--- src/rtl/seg7_pkg.sv ---
// Shared constants for the 7-segment scan decoder: active-low cathode patterns
// {a,b,c,d,e,f,g,dp}, recovered digit codes and the capture FSM encoding.
package seg7_pkg;

  localparam logic [7:0] PAT_0       = 8'h03;
  localparam logic [7:0] PAT_1       = 8'h9F;
  localparam logic [7:0] PAT_2       = 8'h25;
  localparam logic [7:0] PAT_3       = 8'h0D;
  localparam logic [7:0] PAT_4       = 8'h99;
  localparam logic [7:0] PAT_5       = 8'h49;
  localparam logic [7:0] PAT_6       = 8'h41;
  localparam logic [7:0] PAT_7       = 8'h1F;
  localparam logic [7:0] PAT_8       = 8'h01;
  localparam logic [7:0] PAT_9       = 8'h09;
  localparam logic [7:0] PAT_DP_ONLY = 8'hFE;
  localparam logic [7:0] PAT_BLANK   = 8'hFF;

  localparam logic [3:0] CODE_DP    = 4'hA;
  localparam logic [3:0] CODE_BLANK = 4'hB;
  localparam logic [3:0] CODE_ERR   = 4'hF;

  localparam int CNT_W = 8;

  typedef enum logic [1:0] {
    IDLE,
    SETTLE,
    HOLD
  } state_e;

endpackage

--- src/rtl/seg7_pattern_decode.sv ---
// Combinational cathode-pattern to digit-code decoder.
// With SEG7_DP_CAPTURE_EN defined the dp bit is forced off before lookup.
module seg7_pattern_decode
  import seg7_pkg::*;
(
  input  logic [7:0] i_cathode,
  output logic [3:0] o_code,
  output logic       o_err
);

  logic [7:0] w_pat;

`ifdef SEG7_DP_CAPTURE_EN
  assign w_pat = i_cathode | 8'h01;
`else
  assign w_pat = i_cathode;
`endif

  // NOTE: every output gets a default before the case so no latch is inferred.
  always_comb begin
    o_code = CODE_ERR;
    o_err  = 1'b0;
    case (w_pat)
      PAT_0:       o_code = 4'h0;
      PAT_1:       o_code = 4'h1;
      PAT_2:       o_code = 4'h2;
      PAT_3:       o_code = 4'h3;
      PAT_4:       o_code = 4'h4;
      PAT_5:       o_code = 4'h5;
      PAT_6:       o_code = 4'h6;
      PAT_7:       o_code = 4'h7;
      PAT_8:       o_code = 4'h8;
      PAT_9:       o_code = 4'h9;
      PAT_DP_ONLY: o_code = CODE_DP;
      PAT_BLANK:   o_code = CODE_BLANK;
      default:     o_err  = 1'b1;
    endcase
  end

endmodule

--- src/rtl/seg7_scan_decoder.sv ---
// Recovers digit codes from a multiplexed 7-segment bus and publishes whole
// frames over valid/ready. SEG7_DP_CAPTURE_EN adds per-digit decimal-point capture.
module seg7_scan_decoder
  import seg7_pkg::*;
#(
  parameter int NUM_DIGITS    = 8,
  parameter int STABLE_CYCLES = 4
) (
  input  logic                    clk,
  input  logic                    reset,
  input  logic [NUM_DIGITS-1:0]   anode,
  input  logic [7:0]              cathode,
  input  logic                    frame_ready,
  output logic                    frame_valid,
  output logic [4*NUM_DIGITS-1:0] frame_digits,
  output logic [NUM_DIGITS-1:0]   frame_err,
  output logic [NUM_DIGITS-1:0]   dp_flags,
  output logic                    overflow
);

  localparam int IDX_W = (NUM_DIGITS > 1) ? $clog2(NUM_DIGITS) : 1;

  logic [NUM_DIGITS-1:0] r_s_an, r_p_an;
  logic [7:0]            r_s_cat, r_p_cat;
  state_e                r_state, w_state_nxt;
  logic [CNT_W-1:0]      r_cnt, w_cnt_nxt;
  logic [NUM_DIGITS-1:0] r_mask;

  logic [3:0]            r_slot_code [NUM_DIGITS];
  logic [NUM_DIGITS-1:0] r_slot_err;

  logic                    w_valid, w_same, w_capture, w_full;
  logic [IDX_W-1:0]        w_idx;
  logic [NUM_DIGITS-1:0]   w_cap_bit;
  logic [3:0]              w_code;
  logic                    w_err;
  logic [4*NUM_DIGITS-1:0] w_slot_flat;

  seg7_pattern_decode u_decode (
    .i_cathode (r_s_cat),
    .o_code    (w_code),
    .o_err     (w_err)
  );

  assign w_valid   = ($countones(~r_s_an) == 1);
  assign w_same    = ({r_s_an, r_s_cat} == {r_p_an, r_p_cat});
  assign w_full    = &r_mask;
  assign w_cap_bit = NUM_DIGITS'(1) << w_idx;

  always_comb begin
    w_idx = '0;
    for (int i = 0; i < NUM_DIGITS; i++) begin
      if (!r_s_an[i]) w_idx = IDX_W'(i);
    end
  end

  always_comb begin
    w_slot_flat = '0;
    for (int i = 0; i < NUM_DIGITS; i++) begin
      w_slot_flat[4*i +: 4] = r_slot_code[i];
    end
  end

  // A fresh valid sample counts as the first stable one; with a dwell of one
  // cycle it is captured straight away.
  always_comb begin
    w_state_nxt = r_state;
    w_cnt_nxt   = r_cnt;
    w_capture   = 1'b0;
    case (r_state)
      IDLE: begin
        if (w_valid) begin
          w_cnt_nxt   = CNT_W'(1);
          w_state_nxt = SETTLE;
          if (STABLE_CYCLES == 1) begin
            w_capture   = 1'b1;
            w_state_nxt = HOLD;
          end
        end
      end
      SETTLE, HOLD: begin
        if (!w_valid) begin
          w_cnt_nxt   = '0;
          w_state_nxt = IDLE;
        end else if (!w_same) begin
          w_cnt_nxt   = CNT_W'(1);
          w_state_nxt = SETTLE;
          if (STABLE_CYCLES == 1) begin
            w_capture   = 1'b1;
            w_state_nxt = HOLD;
          end
        end else if (r_state == SETTLE) begin
          if (r_cnt == CNT_W'(STABLE_CYCLES - 1)) begin
            w_capture   = 1'b1;
            w_state_nxt = HOLD;
          end else begin
            w_cnt_nxt = r_cnt + CNT_W'(1);
          end
        end
      end
      default: begin
        w_cnt_nxt   = '0;
        w_state_nxt = IDLE;
      end
    endcase
  end

  // NOTE: sequential state uses non-blocking assignments so every register
  // samples pre-edge values regardless of statement order.
  always_ff @(posedge clk or posedge reset) begin
    if (reset) begin
      r_s_an  <= '1;
      r_p_an  <= '1;
      r_s_cat <= '1;
      r_p_cat <= '1;
      r_state <= IDLE;
      r_cnt   <= '0;
    end else begin
      r_s_an  <= anode;
      r_p_an  <= r_s_an;
      r_s_cat <= cathode;
      r_p_cat <= r_s_cat;
      r_state <= w_state_nxt;
      r_cnt   <= w_cnt_nxt;
    end
  end

  // NOTE: slot storage has no reset; the mask guarantees every slot is
  // written before it is ever published.
  always_ff @(posedge clk) begin
    if (w_capture) begin
      r_slot_code[w_idx] <= w_code;
      r_slot_err[w_idx]  <= w_err;
    end
  end

`ifdef SEG7_DP_CAPTURE_EN
  logic [NUM_DIGITS-1:0] r_slot_dp;

  always_ff @(posedge clk) begin
    if (w_capture) r_slot_dp[w_idx] <= ~r_s_cat[0];
  end
`endif

  // A completed mask is published one cycle later; a capture landing on that
  // same edge starts the next frame's mask.
  always_ff @(posedge clk or posedge reset) begin
    if (reset) begin
      r_mask       <= '0;
      frame_valid  <= 1'b0;
      frame_digits <= '0;
      frame_err    <= '0;
      overflow     <= 1'b0;
`ifdef SEG7_DP_CAPTURE_EN
      dp_flags     <= '0;
`endif
    end else begin
      r_mask <= (w_full ? '0 : r_mask) | (w_capture ? w_cap_bit : '0);
      if (w_full) begin
        if (!frame_valid || frame_ready) begin
          frame_valid  <= 1'b1;
          frame_digits <= w_slot_flat;
          frame_err    <= r_slot_err;
`ifdef SEG7_DP_CAPTURE_EN
          dp_flags     <= r_slot_dp;
`endif
        end else begin
          overflow <= 1'b1;
        end
      end else if (frame_valid && frame_ready) begin
        frame_valid <= 1'b0;
      end
    end
  end

`ifndef SEG7_DP_CAPTURE_EN
  assign dp_flags = '0;
`endif

endmodule

--- config.mk ---
export PLATFORM = sky130hd
export DESIGN_NAME = seg7_scan_decoder
export DESIGN_NICKNAME = d
export VERILOG_FILES = /design/src/rtl/seg7_pkg.sv /design/src/rtl/seg7_pattern_decode.sv /design/src/rtl/seg7_scan_decoder.sv
export SDC_FILE = /design/constraint.sdc
export NUM_CORES = 1
export LEC_CHECK = 0
export CAP_MARGIN = 30
export CORE_MARGIN = 5
export CORE_UTILIZATION = 40
export CTS_BUF_LIST = sky130_fd_sc_hd__clkbuf_4 sky130_fd_sc_hd__clkbuf_8
export CTS_CLUSTER_DIAMETER = 40
export DETAILED_ROUTE_END_ITERATION = 6
export GPL_ROUTABILITY_DRIVEN = 0
export GPL_TIMING_DRIVEN = 0
export SYNTH_ARGS = -nofsm -noshare
export SYNTH_HDL_FRONTEND = slang
export SYNTH_SLANG_ARGS = --single-unit
export TNS_END_PERCENT = 5
--- constraint.sdc ---
create_clock -name clk -period 5.9 [get_ports clk]
set_input_delay 0.59 -clock clk [delete_from_list [all_inputs] [get_ports clk]]
set_output_delay 0.59 -clock clk [all_outputs]
set_load 0.01 [all_outputs]
==> flow_metrics.tcl <==
set metrics [dict create \
    status "completed" \
    cts-buffers-inserted 17 \
    p_sw_w 0.000473 \
    clock_path_buffers 2 \
    post-place-ws_ns 1.26 \
    yosysWarnings 0 \
    cap_viol_max_count 0 \
    syn_area_sq_um 5510 \
    grt-ovfl-total 0 \
    synthToLayoutAreaGrowth_pct 24.1 \
    core-area_sq_um 13400 \
    drtIter0Drc 99 \
    cts.clk_slew.worst_paths_ns 0.07 \
    synth_top_area_cell "dfrtp_1" \
    cell_internal_pwr_w 0.00152 \
    drtPass1Iterations 4 \
    slew_violations 0 \
    antenna_found_initial 0 \
    powerDensity_nw_per_um2 292 \
    power.share.switching 0.237 \
    avgSynthCellArea_sq_um 14.1 \
    dr_total_vias 3264 \
    rsz0062_at_grt "false" \
    post_cts_buffers 0 \
    p_seq_frac 0.493 \
    dieHeight_um 127 \
    die_area_sq_um 16200 \
    ir_drop_mv 0.174 \
    io_buffers 60 \
    drt_wl_total_um 10200 \
    hold_viol_final 0 \
    finClkSkew_ns 0.00853 \
    synth_cells 390 \
    ys_types 61 \
    layout.nets 511 \
    path_cells "fa_1 > inv_1 > fa_1 > fa_1 > ha_1 > inv_1 > fa_1 > a211oi_1 > mux2_2 > and2_1 > buf_2 > nand4_4 > nor3_1" \
    grt_max_degree 72 \
    h-tree-depth 4 \
    cts_tree "yes" \
    pwr-share-comb 0.097 \
    holdBufCountCts 0 \
    fp-row-count 42 \
    clk_latency_ns 0.44 \
    cts_sinks 132 \
    crit_path_end_kind "flop" \
    p_leak_nw 2.86 \
    setup-tns-final_ns 0 \
    fp.dieW_um 127 \
    grt_pass1_vias 3321 \
    max-slew-margin-rel 0.311 \
    ys_seq_area_frac 0.643 \
    slowest_delay_ns 0.76 \
    hpwl_um 7230 \
    io_pins 69 \
    drive_gt1_frac 0.290 \
    slowest_stage "nor3_1" \
    hp-class "reg2reg" \
    max_freq_mhz 216 \
    synth-edff-count 40 \
    cts_resized 0 \
    critPathMaxFanout 8 \
    cp.arrival_ns 4.68 \
    wire_per_inst_um 15.2 \
    path_common_cell "fa_1" \
    diodes 0 \
    dr_wl_met3_um 528 \
    fin_crit_sh 0.784 \
    grt_usage 0.132 \
    grt_pass1_wl_um 16600 \
    highest_layer "met4" \
    synth_top_cells_by_area "dfrtp_1 27%, edfxtp_1 22%, dfstp_2 15%, mux2_2 8.6%, xnor2_1 2.5%" \
    yosysTopAreaCellShare 0.272 \
    start_util 0.411 \
    async_reset_ff_frac 0.697 \
    drc 0 \
    ant_nets 0 \
    cts-root-buf "clkbuf_8" \
    post-route-min-period_ns 4.62 \
    tightest_slew_ns 1.02 \
    critPathKind "reg2reg" \
    required_ns 5.96 \
    wl_met2_um 4780 \
    m1WireLength_um 4650 \
    start_kind "flop" \
    synth-seq-cells 132 \
    routed_via_density 4.88 \
    setup_viol 0 \
    worst_slack_ns 1.28 \
    clkPwrFrac 0.410 \
    synthFlopType "dfrtp_1" \
]
==> per-layer routing <==
metal / GRT usage / vias up
met3: 0.0359 / 19
li1: - / 1565
met1: 0.170 / 1584
met2: 0.206 / 96
met5: 0 / -
met4: 0.0612 / 0
==> final timing paths <==
check                           startpoint           endpoint  slack, ns  cells past startpoint
worst min-delay path            r_s_cat[4]         r_p_cat[4]       0.36                      0
min in group asynchronous            reset   frame_digits[21]       0.46                      2
worst max-delay path             r_s_an[3]  r_slot_code[1][0]       1.28                     13
worst min register to register  r_s_cat[4]         r_p_cat[4]       0.36                      0
max in group asynchronous            reset          r_p_an[4]       4.78                      3
worst max register to register   r_s_an[3]  r_slot_code[1][0]       1.28                     13
==> synthesized netlist by cell type (all sizes together) (3+ instances only) <==
library cell	n
clkbuf	5
a21oi	4
nor2b	4
buf	19
mux2	43
o21ai	7
ha	8
edfxtp	40
nand3	5
a31oi	5
nand2	21
nor3	9
nand4	18
inv	24
o31ai	5
or3	3
dfstp	32
o211ai	6
nand2b	4
xnor2	17
dfrtp	60
nor2	14
fa	4
==> logic make-up after synthesis <==
kind of cell / count (synthesis) / share of synthesized area
DFF: 132 / 0.643
and+or+nand+nor: 93 / 0.106
buffers and inverters: 48 / 0.0429
AOI/OAI and AO/OA: 44 / 0.0590
muxes: 43 / 0.0879
xor gates and xnor gates: 17 / 0.0284
adders and majority gates: 12 / 0.0327
other: 1 / 0.000680
==> final cells by class <==
class	count	area (sq um)
fill	1163	6560
clock buffer	20	256
multi-input combinational	217	1760
timing repair buffer	64	646
sequential	132	3540
clock inverter	12	179
inverter	24	92.6
tap	176	220
buffer	24	146
==> flip-flops by register name (all words and copies together), names as in the netlist <==
signal / cells
r_mask: 8
r_s_an: 8
frame_valid: 1
frame_digits: 32
frame_err: 8
r_cnt: 8
r_p_cat: 8
overflow: 1
r_state: 2
r_s_cat: 8
r_p_an: 8
r_slot_err: 8
r_slot_code: 32
==> through the flow <==
step	power [W]	utilization	instances	hold slack, ns	cell area, sq um
final	0.00200	0.511	669	0.365	6840
after global routing	0.00209	0.511	669	0.372	6840
after CTS	0.00203	0.511	669	0.364	6840
after detailed placement	0.00120	0.478	637	0.354	6410
after global placement	0.00119	0.475	633	0.354	6360
after floorplan	0.00114	-	397	0.352	5540
==> power groups by stage <==
stage          registers [W]  clock network (W)  logic (W)
2_1_floorplan       0.000997                  0   0.000144
3_3_place_gp         0.00100                  0   0.000186
3_5_place_dp         0.00100                  0   0.000194
5_1_grt             0.000987           0.000885   0.000220
6_report            0.000985           0.000817   0.000193
4_1_cts             0.000985           0.000845   0.000195
==> layout by cell type (no fill, tap or decap), drive strengths merged, types with 3 or more instances in the layout <==
| master | n |
|---|---|
| o211ai | 6 |
| o31ai | 5 |
| nand4 | 18 |
| fa | 4 |
| conb | 8 |
| dfrtp | 60 |
| ha | 8 |
| nor3 | 9 |
| nand2 | 21 |
| nand3 | 5 |
| clkinv | 4 |
| or3 | 3 |
| dfstp | 32 |
| xnor2 | 17 |
| clkbuf | 25 |
| edfxtp | 40 |
| a31oi | 5 |
| bufinv | 4 |
| clkdlybuf4s50 | 60 |
| inv | 26 |
| nor2b | 4 |
| nand2b | 4 |
| nor2 | 14 |
| mux2 | 43 |
| a21oi | 4 |
| o21ai | 7 |
| buf | 23 |
==> worst max-delay path, delay by kind of cell (launching register included) <==
| kind | cells | cell delay [ns] |
|---|---|---|
| compound gates | 1 | 0.17 |
| fa+ha+maj | 5 | 1.90 |
| buf+inv | 3 | 0.32 |
| flops | 1 | 0.58 |
| mux | 1 | 0.23 |
| simple gates | 3 | 1.04 |
(Power assumes the default switching activity.)
